===== config.mk =====
export PLATFORM = sky130hd
export DESIGN_NAME = vcu_insn_dispatcher
export DESIGN_NICKNAME = d
export VERILOG_FILES = /design/src/rtl/vcu_insn_dispatcher.sv
export SDC_FILE = /design/constraint.sdc
export NUM_CORES = 1
export LEC_CHECK = 0
export ABC_AREA = 1
export ABC_CLOCK_PERIOD_IN_PS = 2200
export BUFFER_PORTS_ARGS = -buffer_cell sky130_fd_sc_hd__clkbuf_2
export CAP_MARGIN = 25
export CORE_MARGIN = 8
export CORE_UTILIZATION = 38
export DETAILED_ROUTE_END_ITERATION = 16
export PLACE_DENSITY = 0.72
export SYNTH_ARGS = -nofsm -noshare
export SYNTH_HDL_FRONTEND = slang
export SYNTH_SLANG_ARGS = --single-unit

===== constraint.sdc =====
create_clock -name clk -period 2.2 [get_ports clk]
set_input_delay 0.44 -clock clk [delete_from_list [all_inputs] [get_ports clk]]
set_output_delay 0.44 -clock clk [all_outputs]
set_load 0.01 [all_outputs]

===== src/rtl/vcu_insn_dispatcher.sv =====
// vcu_insn_dispatcher
//
// Fetches a run of consecutive instructions from the on-chip instruction RAM
// and hands them to the VCU one at a time. The VCU gets one instruction at a
// time. The next instruction is fetched only after the VCU reports completion.
// An optional per-instruction watchdog abandons the sequence if the VCU
// never answers.
//
// Ports
//   clk, rst        clock and synchronous active-high reset
//   start           one-cycle sequence request (IDLE only)
//   insn_base       first instruction address, captured with start
//   insn_count      number of instructions (0..2^AW), captured with start
//   r_addr_insn     instruction RAM read address
//   r_en_insn       instruction RAM read enable
//   r_data_insn     instruction RAM read data (one-cycle latency)
//   insn            instruction presented to the VCU
//   work_en         one-cycle execute strobe to the VCU
//   vcu_done        VCU completion (level or pulse)
//   busy            high whenever not IDLE
//   all_done        one-cycle end-of-sequence pulse
//   timeout         sticky watchdog flag
//   issued_cnt      instructions issued in the current/last sequence
//
// state    | meaning
// ---------+---------------------------------------------------------------
// ST_IDLE  | waiting for start
// ST_FETCH | RAM read of base + issued_cnt
// ST_WAIT  | RAM data returns, captured into insn
// ST_ISSUE | work_en pulse, issued_cnt increments, watchdog reloads
// ST_RUN   | waiting for vcu_done, watchdog counting down
// ST_DONE  | all_done pulse
module vcu_insn_dispatcher #(
   parameter int INSN_WIDTH         = 128,
   parameter int INSN_ADDRESS_WIDTH = 10,
   parameter int TIMEOUT_CYCLES     = 0
) (
   input  logic                          clk,
   input  logic                          rst,
   input  logic                          start,
   input  logic [INSN_ADDRESS_WIDTH-1:0] insn_base,
   input  logic [INSN_ADDRESS_WIDTH:0]   insn_count,
   output logic [INSN_ADDRESS_WIDTH-1:0] r_addr_insn,
   output logic                          r_en_insn,
   input  logic [INSN_WIDTH-1:0]         r_data_insn,
   output logic [INSN_WIDTH-1:0]         insn,
   output logic                          work_en,
   input  logic                          vcu_done,
   output logic                          busy,
   output logic                          all_done,
   output logic                          timeout,
   output logic [INSN_ADDRESS_WIDTH:0]   issued_cnt
);

   localparam int AW    = INSN_ADDRESS_WIDTH;
   localparam bit WD_EN = (TIMEOUT_CYCLES != 0);
   localparam int WD_W  = (TIMEOUT_CYCLES > 1) ? $clog2(TIMEOUT_CYCLES) : 1;
   // Down-counter starts at TIMEOUT_CYCLES-1 so that it reaches zero in the
   // last permitted RUN cycle.
   localparam logic [WD_W-1:0] WD_LOAD =
      WD_W'((TIMEOUT_CYCLES > 0) ? TIMEOUT_CYCLES - 1 : 0);

   typedef enum logic [2:0] {
      ST_IDLE,
      ST_FETCH,
      ST_WAIT,
      ST_ISSUE,
      ST_RUN,
      ST_DONE
   } state_t;

   state_t          state;
   logic [AW-1:0]   base_q;
   logic [AW:0]     count_q;
   logic [WD_W-1:0] wd_cnt;

   always_ff @(posedge clk) begin
      if (rst) begin
         state      <= ST_IDLE;
         base_q     <= '0;
         count_q    <= '0;
         issued_cnt <= '0;
         insn       <= '0;
         timeout    <= 1'b0;
         wd_cnt     <= '0;
      end else begin
         case (state)
            ST_IDLE: begin
               if (start) begin
                  base_q     <= insn_base;
                  count_q    <= insn_count;
                  issued_cnt <= '0;
                  timeout    <= 1'b0;
                  state      <= (insn_count == '0) ? ST_DONE : ST_FETCH;
               end
            end
            ST_FETCH: state <= ST_WAIT;
            ST_WAIT: begin
               insn  <= r_data_insn;
               state <= ST_ISSUE;
            end
            ST_ISSUE: begin
               issued_cnt <= issued_cnt + 1'b1;
               wd_cnt     <= WD_LOAD;
               state      <= ST_RUN;
            end
            ST_RUN: begin
               // Completion wins over the watchdog in the terminal cycle.
               if (vcu_done) begin
                  state <= (issued_cnt == count_q) ? ST_DONE : ST_FETCH;
               end else if (WD_EN && (wd_cnt == '0)) begin
                  timeout <= 1'b1;
                  state   <= ST_IDLE;
               end else if (wd_cnt != '0) begin
                  wd_cnt <= wd_cnt - 1'b1;
               end
            end
            ST_DONE: state <= ST_IDLE;
            default: state <= ST_IDLE;
         endcase
      end
   end

   // Everything below decodes registered state only; no input-to-output paths.
   assign r_en_insn   = (state == ST_FETCH);
   // Truncating to AW bits makes the address wrap past the top of the RAM.
   assign r_addr_insn = r_en_insn ? (base_q + issued_cnt[AW-1:0]) : '0;
   assign work_en     = (state == ST_ISSUE);
   assign busy        = (state != ST_IDLE);
   assign all_done    = (state == ST_DONE);

endmodule


# ---- After elaboration in Yosys (flattened, before gate mapping)
# Index checks and enable logic that the tools add are counted.
dict set report word_totals {
  register_bits 163
  latchBits 0
  mem_bits_rw 0
  rom_bits 0
  output_inout_bits 154
  memories 0
}
dict set report classes {
  addsub 2
  multipliers 0
  div_mod_pow 0
  n_lt_le_gt_ge 0
  n_eq_ne 8
  shift 0
  mux 8
  n_bitwise 0
  n_reduce_logical 7
}
# operator n
set op_table {}
lappend op_table {{11-bit case mux with 2 select lines} 1}
lappend op_table {{3-bit case mux with 5 select lines} 1}
lappend op_table {{3-bit 2-to-1 mux} 4}
lappend op_table {{11-bit by 1-bit adder with 11-bit output (second input constant)} 1}
lappend op_table {{11-bit equality test} 1}
lappend op_table {{11-bit logical NOT} 1}
lappend op_table {{11-bit 2-to-1 mux} 1}
lappend op_table {{10-bit adder} 1}
lappend op_table {{10-bit 2-to-1 mux} 1}
lappend op_table {{3-bit by 2-bit equality test with 1-bit output (second input constant)} 2}
lappend op_table {{3-bit equality test (second input constant)} 2}
lappend op_table {{2-bit AND reduction} 3}
lappend op_table {{2-bit inequality test (second input constant)} 2}
lappend op_table {{3-bit by 1-bit equality test with 1-bit output (second input constant)} 1}
lappend op_table {{3-bit logical NOT} 1}
lappend op_table {{3-bit nonzero test} 1}
lappend op_table {{2-bit nonzero test} 1}

# ---- Longest topological paths before layout
# Gate-level depths: netlist (run 1).
dict set report depth {
  ltp_word 4
  ltp_mapped 10
  depth_no_buf 10
}

# ---- Worst setup path before layout (run 1)
# Ideal clock, no wire load.
dict set report synth_path {
  path_kind {reg2out}
  startpoint {register issued_cnt[0]}
  endpoint {output r_addr_insn[8]}
  t_arrival_ns 1.733
  t_required_ns 1.760
  slack_ns 0.027
  stages_incl_launch_ff 11
  path_buffers 0
  cell_sequence {dfxtp_1 > ha_1 > inv_1 > fa_1 > inv_1 > nand3_1 > nand2_1 > nand4_1 > nand3_1 > nand2_1 > nor2_1}
}
dict set report synth_via {
  elab_chain_cells 2
}
# item line_no
set synth_lines {}
lappend synth_lines {{start, declared} 52} ;# output logic [INSN_ADDRESS_WIDTH:0] issued_cnt
lappend synth_lines {{start signal, assigned} 103} ;# issued_cnt <= issued_cnt + 1'b1;
lappend synth_lines {{10-bit adder} 127} ;# assign r_addr_insn = r_en_insn ? (base_q + issued_cnt[AW-1:0]) : '0;
lappend synth_lines {{10-bit 2-to-1 mux} 127}
lappend synth_lines {{end, declared} 43} ;# output logic [INSN_ADDRESS_WIDTH-1:0] r_addr_insn,
# Every way passes these cells.

# ---- Worst setup path in the final report (run 1)
# Same ends and word-level chain as after synthesis.

==> qor.csv, run 1 <==
metric;value;unit
Final WS setup;-0.262;ns
Int Power;0.00576;W
NetSw;0.00228;W
Synth area leader;dfxtp_1;
sw frac;28.3;%
total placed instance area;8280;um2
CTS clk-pin slew, worst paths;0.06;ns
register area;3280;um2
Hold Path Stages;3;
R2R depth;5;
failing checks;setup timing;
clock sink count;163;
CTS H-Tree Depth;4;
Hold WC Path Type;primary input to flop;
# IOs;307;
Overflow after GRT;0;
hold path endpoint;base_q[8];
max-cap violations;0;
fillers;1639;
total track usage;19.4;%
Post-synth top cells;283 x nor2_1, 163 x dfxtp_1, 119 x o21ai_0, 97 x nand2_1, 44 x a21oi_1;
Core Region;17100;um2
clk_skew;0.0166;ns
Pleak;4.36;nW
Peak supply drop;0.000646;V
largest net degree at the start of global routing;98;
CTS max path bufs;2;
post-route ant nets;0;
CP Max Fanout;3;
top_reg_cell synth;dfxtp_1;
die height;148;um
CP endpoint kind;output pin;
drt total wl;22.0;mm
RSZ-0062 raised after global routing;yes;
r2r startpoint;state[1];
die area;21800;um2
global-route wire length before repair;34.1;mm
DRT iter0 DRCs;411;
routability cong.;0.941;
diode count;0;
P per Cell Area;867;nW/um2
vias per cell;4.77;
final worst path period need;2.46;ns
Vias;6818;
Initial Utilization;38.4;%
footprint of the multi-input gates;3040;um2
arrival time at the worst endpoint;2.02;ns
startpoint types;flop;
status;complete, but fails checks;
post-route clock period utilization;112;%
Root Driver;clkbuf_16;
achievable clock frequency;0.406;GHz
ranking of synthesized cells by area;dfxtp_1 50%, nor2_1 16%, o21ai_0 9.1%;
overall power;0.00804;W
Post-Synthesis Cells;886;
I/O Buffers;305;
Fin. Hold Viols;0;
reg2reg end;insn[69];
critical path required time;1.76;ns
syn nets;1050;
Post-synth EDFFs;0;
synthesized area;6580;um2
clock power share;39.2;%
Worst-Skew Late Latency;0.42;ns
YS warnings;0;
Die W;148;um
sequential share of the synthesized area;49.6;%
Final setup viols;8;
DPL Wire Length;16.2;mm
WS Path Type;flop to output pin;
Rows;48;
Slew Limit Fails;0;
initial antenna violation count;0;
post-synth top area share;49.6;%
Design Area, Final;9270;um2
Synth-to-Final Area Change;40.9;%
Final nets;1357;
Seq pwr share;42.5;%
final core occ;54.2;%
Seq cells post-synth;163;
layout cells sized above 1;35.7;%
worst hold margin;0.242;ns
R2R Setup Slk;0.47;ns
Avg WL per Cell;15.4;um
worst hold start;insn_base[8];
most frequent cell after synthesis;nor2_1;
Comb pwr share;18.3;%
count of cell types in the netlist;32;
CTS tree;done;
vias in the first global route;6568;
cts bufs inserted;17;
post-place setup slack;0.00802;ns
drt pass-1 iters;6;
Post-Syn Area per Cell;7.43;um2
# DRC;0;
Async SR Flop Fraction;0;%
final cells by class:
cell class,instances,area share (%)
Sequential cell,163,35.4
Multi-Input combinational cell,624,32.8
Timing Repair Buffer,339,19.9
Clock buffer,17,4.59
Tap cell,225,3.04
Clock inverter,14,2.17
Inverter,48,2.09
flip-flops by register name, summed over array words and instances, names as in the netlist:
signal      cells
issued_cnt     11
insn          128
base_q         10
state           3
count_q        11
metal layers:
metal / wire, um / GRT usage, %
met1: 8810 / 22.3
met2: 10400 / 31.6
met3: 2040 / 7.34
met4: 777 / 8.67
met5: 0 / 0
cell families (layout without fill, tap and decap cells):
kind of cell	count (synthesis)	count (layout)	synth area share, %
and+or+nand+nor	406	406	24.3
AOI/OAI and AO/OA	202	202	15.6
DFF	163	163	49.6
buffers and inverters	99	418	7.74
adders and majority gates	11	11	2.21
xor gates and xnor gates	4	4	0.533
other	1	1	0.0570
stage by stage:
step | instances | setup TNS, ns
after CTS | 1424 | -1.05
after floorplan | 886 | 0
after global placement | 1385 | 0
after global routing | 1430 | -1.69
after detailed placement | 1385 | 0
final | 1430 | -0.917
placed cells by master, fill, tap and decap left out, drive strengths merged, types with 3 or more instances in the layout:
cell and instances:
clkbuf 315, clkinv 5, nand2 98, a31oi 3, inv 52, ha 10, bufinv 4, nor2 284
a21oi 44, nand3 13, o21ai 150, nor3 7, dfxtp 163, buf 41, xor2 3
power by group through the flow:
stage,registers [W],logic (W),clock network (W)
final,0.00342,0.00147,0.00315
after global placement,0.00346,0.00140,0
after detailed placement,0.00347,0.00142,0
after CTS,0.00342,0.00146,0.00322
after global routing,0.00345,0.00164,0.00335
after floorplan,0.00358,0.000733,0
timing repair:
| item | in CTS | in global routing |
|---|---|---|
| endpoints found under the setup margin | 9 | 10 |
| resized for setup | 45 | 24 |
| pin swaps | 19 | 18 |
| hold buffers | 0 | 0 |
| setup buffers | 8 | 7 |
worst max-delay path by stage:
stage	start	endpoint	slack (ns)	cells after the start
2_1_floorplan	issued_cnt[0]	r_addr_insn[8]	0.03	10
3_3_place_gp	issued_cnt[0]	r_addr_insn[8]	0.08	11
3_5_place_dp	issued_cnt[0]	r_addr_insn[8]	0.008	11
4_1_cts	base_q[0]	r_addr_insn[8]	-0.27	11
5_1_grt	issued_cnt[0]	r_addr_insn[8]	-0.40	11
6_report	issued_cnt[0]	r_addr_insn[8]	-0.26	11
critical path: stages, from the launching register on:
cell and delay, ns:
dfxtp_2 0.35, ha_4 0.15, inv_4 0.03, fa_2 0.33, inv_2 0.08, nand3_2 0.06
nand2_2 0.09, nand4_1 0.12, nand3_1 0.12, nand2_1 0.05, nor2_1 0.08, buf_2 0.13
Note: power is estimated with default switching activity, not from simulation.
==> run 2, diff against run 1 <==
--- a/config.mk
+++ b/config.mk
@@ -12,7 +12,9 @@
 export CORE_MARGIN = 8
 export CORE_UTILIZATION = 38
 export DETAILED_ROUTE_END_ITERATION = 16
+export MAX_ROUTING_LAYER = met4
 export PLACE_DENSITY = 0.72
+export REMOVE_ABC_BUFFERS = 1
 export SYNTH_ARGS = -nofsm -noshare
 export SYNTH_HDL_FRONTEND = slang
 export SYNTH_SLANG_ARGS = --single-unit
==> run 2 against run 1 <==
The run still ends with setup timing left. Final cell count is 0.56% lower. Sequential power is essentially flat. Largest power group unchanged. Combinational power decreased by 3%. Hold slack worse by 0.0017 ns. Critical path depth fell by 1. First-iteration DRC count is 14% lower. Highest routed layer unchanged. Critical endpoint unchanged.
==> qor.csv, run 2 (same netlist as run 1, synthesis figures left out) <==
metric;value;unit;change
CTS clk-pin slew, worst paths;0.07;ns;about the same
R2R depth;6;;+1
largest net degree at the start of global routing;129;;+32%
RSZ-0062 raised after global routing;yes;;
initial antenna violation count;2;;+2
Worst-Skew Late Latency;0.43;ns;about the same
Worst Max-Slew Pin Slew;0.619;ns;
vias in the first global route;6532;;-0.55%
Slew headroom;58.7;%;
crit path from;issued_cnt[0];;
arrival time at the worst endpoint;1.94;ns;-0.08 ns
largest register by flop count;insn;;
post-route ant nets;0;;unchanged
Post-CTS Hold Fix Bufs;0;;unchanged
Synth-to-Final Area Change;37.7;%;
WP buf/inv;3;;unchanged
WS Path Type;flop to output pin;;
Final WS setup;-0.184;ns;+0.0776 ns
Final setup viols;8;;unchanged
final core occ;52.9;%;-1.3 points
clk_skew;0.0168;ns;+0.000199 ns
Peak supply drop;0.000512;V;-21%
clock sink count;163;;unchanged
Fin. Hold Viols;0;;unchanged
Rows;48;;unchanged
global-route wire length before repair;33.4;mm;-1.9%
commonest non-fill, non-tap cells in the layout;300 x clkbuf_2, 283 x nor2_1, 152 x dfxtp_1;;
CTS H-Tree Depth;4;;unchanged
hold path endpoint;base_q[2];;
Core Region;17100;um2;unchanged
Initial Utilization;38.4;%;unchanged
vias per cell;4.72;;-1.0%
Placed Cells;1379;;-0.43%
Overflow after GRT;0;;unchanged
setup_tns;-0.877;ns;+0.0398 ns
critical path required time;1.76;ns;about the same
worst hold start;insn_base[2];;
Largest register FFs;128;;unchanged
CTS max path bufs;2;;unchanged
DPL Wire Length;15.9;mm;-1.4%
Final nets;1346;;-0.81%
failing checks;setup timing;;
Root Driver;clkbuf_16;;
Die W;148;um;unchanged
die area;21800;um2;unchanged
Hold Path Stages;3;;unchanged
Crit path largest cell delay;0.35;ns;about the same
# IOs;307;;unchanged
max-cap violations;0;;unchanged
CP Cell Sequence;ha_4, inv_4, fa_2, inv_2, nand3_2, nand2_2, nand4_1, a21oi_1, nor2_1, buf_2;;
R2R Setup Slk;0.49;ns;+0.02 ns
startpoint types;flop;;
fin cells;1422;;-0.56%
cts bufs inserted;17;;unchanged
post-route clock period utilization;108;%;-3.5 points
Slowest cell on crit path;dfxtp_2;;
routability cong.;0.878;;-6.7%
DRT iter0 DRCs;355;;-14%
Slew Limit Fails;0;;unchanged
drt pass-1 iters;4;;-2
delay-heaviest family, CP;adder cells;;
Hold WC Path Type;primary input to flop;;
most common cell after layout, fill and taps aside;clkbuf_2;;
layout cells sized above 1;34.1;%;-1.6 points
Vias;6709;;-1.6%
largest registers;insn (128), count_q (11), issued_cnt (11);;
achievable clock frequency;0.419;GHz;+3.3%
fillers;1710;;+4.3%
Avg WL per Cell;15.2;um;-1.3%
drt total wl;21.6;mm;-1.9%
Pleak;4.23;nW;-2.9%
P per Cell Area;859;nW/um2;-0.98%
CTS tree;done;;
I/O Buffers;305;;unchanged
total track usage;20.0;%;+0.59 points
status;complete, but fails checks;;
# DRC;0;;unchanged
reg2reg end;issued_cnt[6];;
r2r startpoint;state[1];;
CP Max Fanout;4;;+1
final worst path period need;2.38;ns;-0.0776 ns
die height;148;um;unchanged
CP endpoint kind;output pin;;
## run 2: cell count changes in the layout (fill, tap and decap cells not counted), moves of 3 or more
cell,change
dfxtp_2,-5
inv_4,-3
dfxtp_1,+3
bufinv_16,-3
buf_4,-8
## run 2: layout make-up
| type | instances | area (um2) | share of cell area (%) |
|---|---|---|---|
| diodes | 2 | 5.00 | 0.0553 |
| multi-input cells | 624 | 2980 | 32.9 |
| inverters | 48 | 188 | 2.07 |
| well taps | 225 | 282 | 3.11 |
| flip-flops and latches | 163 | 3280 | 36.3 |
| repair buffers | 328 | 1740 | 19.2 |
| clock inverters | 13 | 140 | 1.55 |
| clock buffers | 19 | 443 | 4.89 |
## run 2: worst max-delay path by stage
stage / endpoint / cells after the start
finish: r_addr_insn[8] / 10
global route: r_addr_insn[8] / 11
CTS: r_addr_insn[8] / 11
detailed placement: r_addr_insn[8] / 11
global placement: r_addr_insn[8] / 11
floorplan: insn[0] / 4
## run 2: through the flow
stage	hold slack (ns)	setup WS, ns	instance area (um2)	total power (W)
floorplan	0.443	-0.674	6250	0.00422
global placement	0.455	0.0796	8210	0.00484
detailed placement	0.463	0.0794	8210	0.00487
CTS	0.218	-0.246	9020	0.00785
global route	0.224	-0.298	9060	0.00818
finish	0.240	-0.184	9060	0.00778
## run 2: repair_timing
action,in CTS,in global routing
endpoints found under the setup margin,10,10
gates cloned,0,0
setup buffers,9,2
gates resized for setup,40,11
pin swaps,14,9
## run 2: power breakdown
group / total, W / internal [W] / switching [W]
Clock: 0.00294 / 0.00163 / 0.00131
Combinational: 0.00143 / 0.000569 / 0.000858
Sequential: 0.00341 / 0.00325 / 0.000160
## run 2: per-layer routing
metal  up-vias  GRT usage, %  routed length, um
li1       3425             -                  -
met1      3004          20.7               8390
met2       243          33.1              10700
met3        37          8.68               2050
met4         0          7.70                514
met5         -             -                  0
## run 2: worst min-delay path: stages
cell	delay, ns
clkbuf_2	0.08
nand2_1	0.05
a21oi_1	0.05
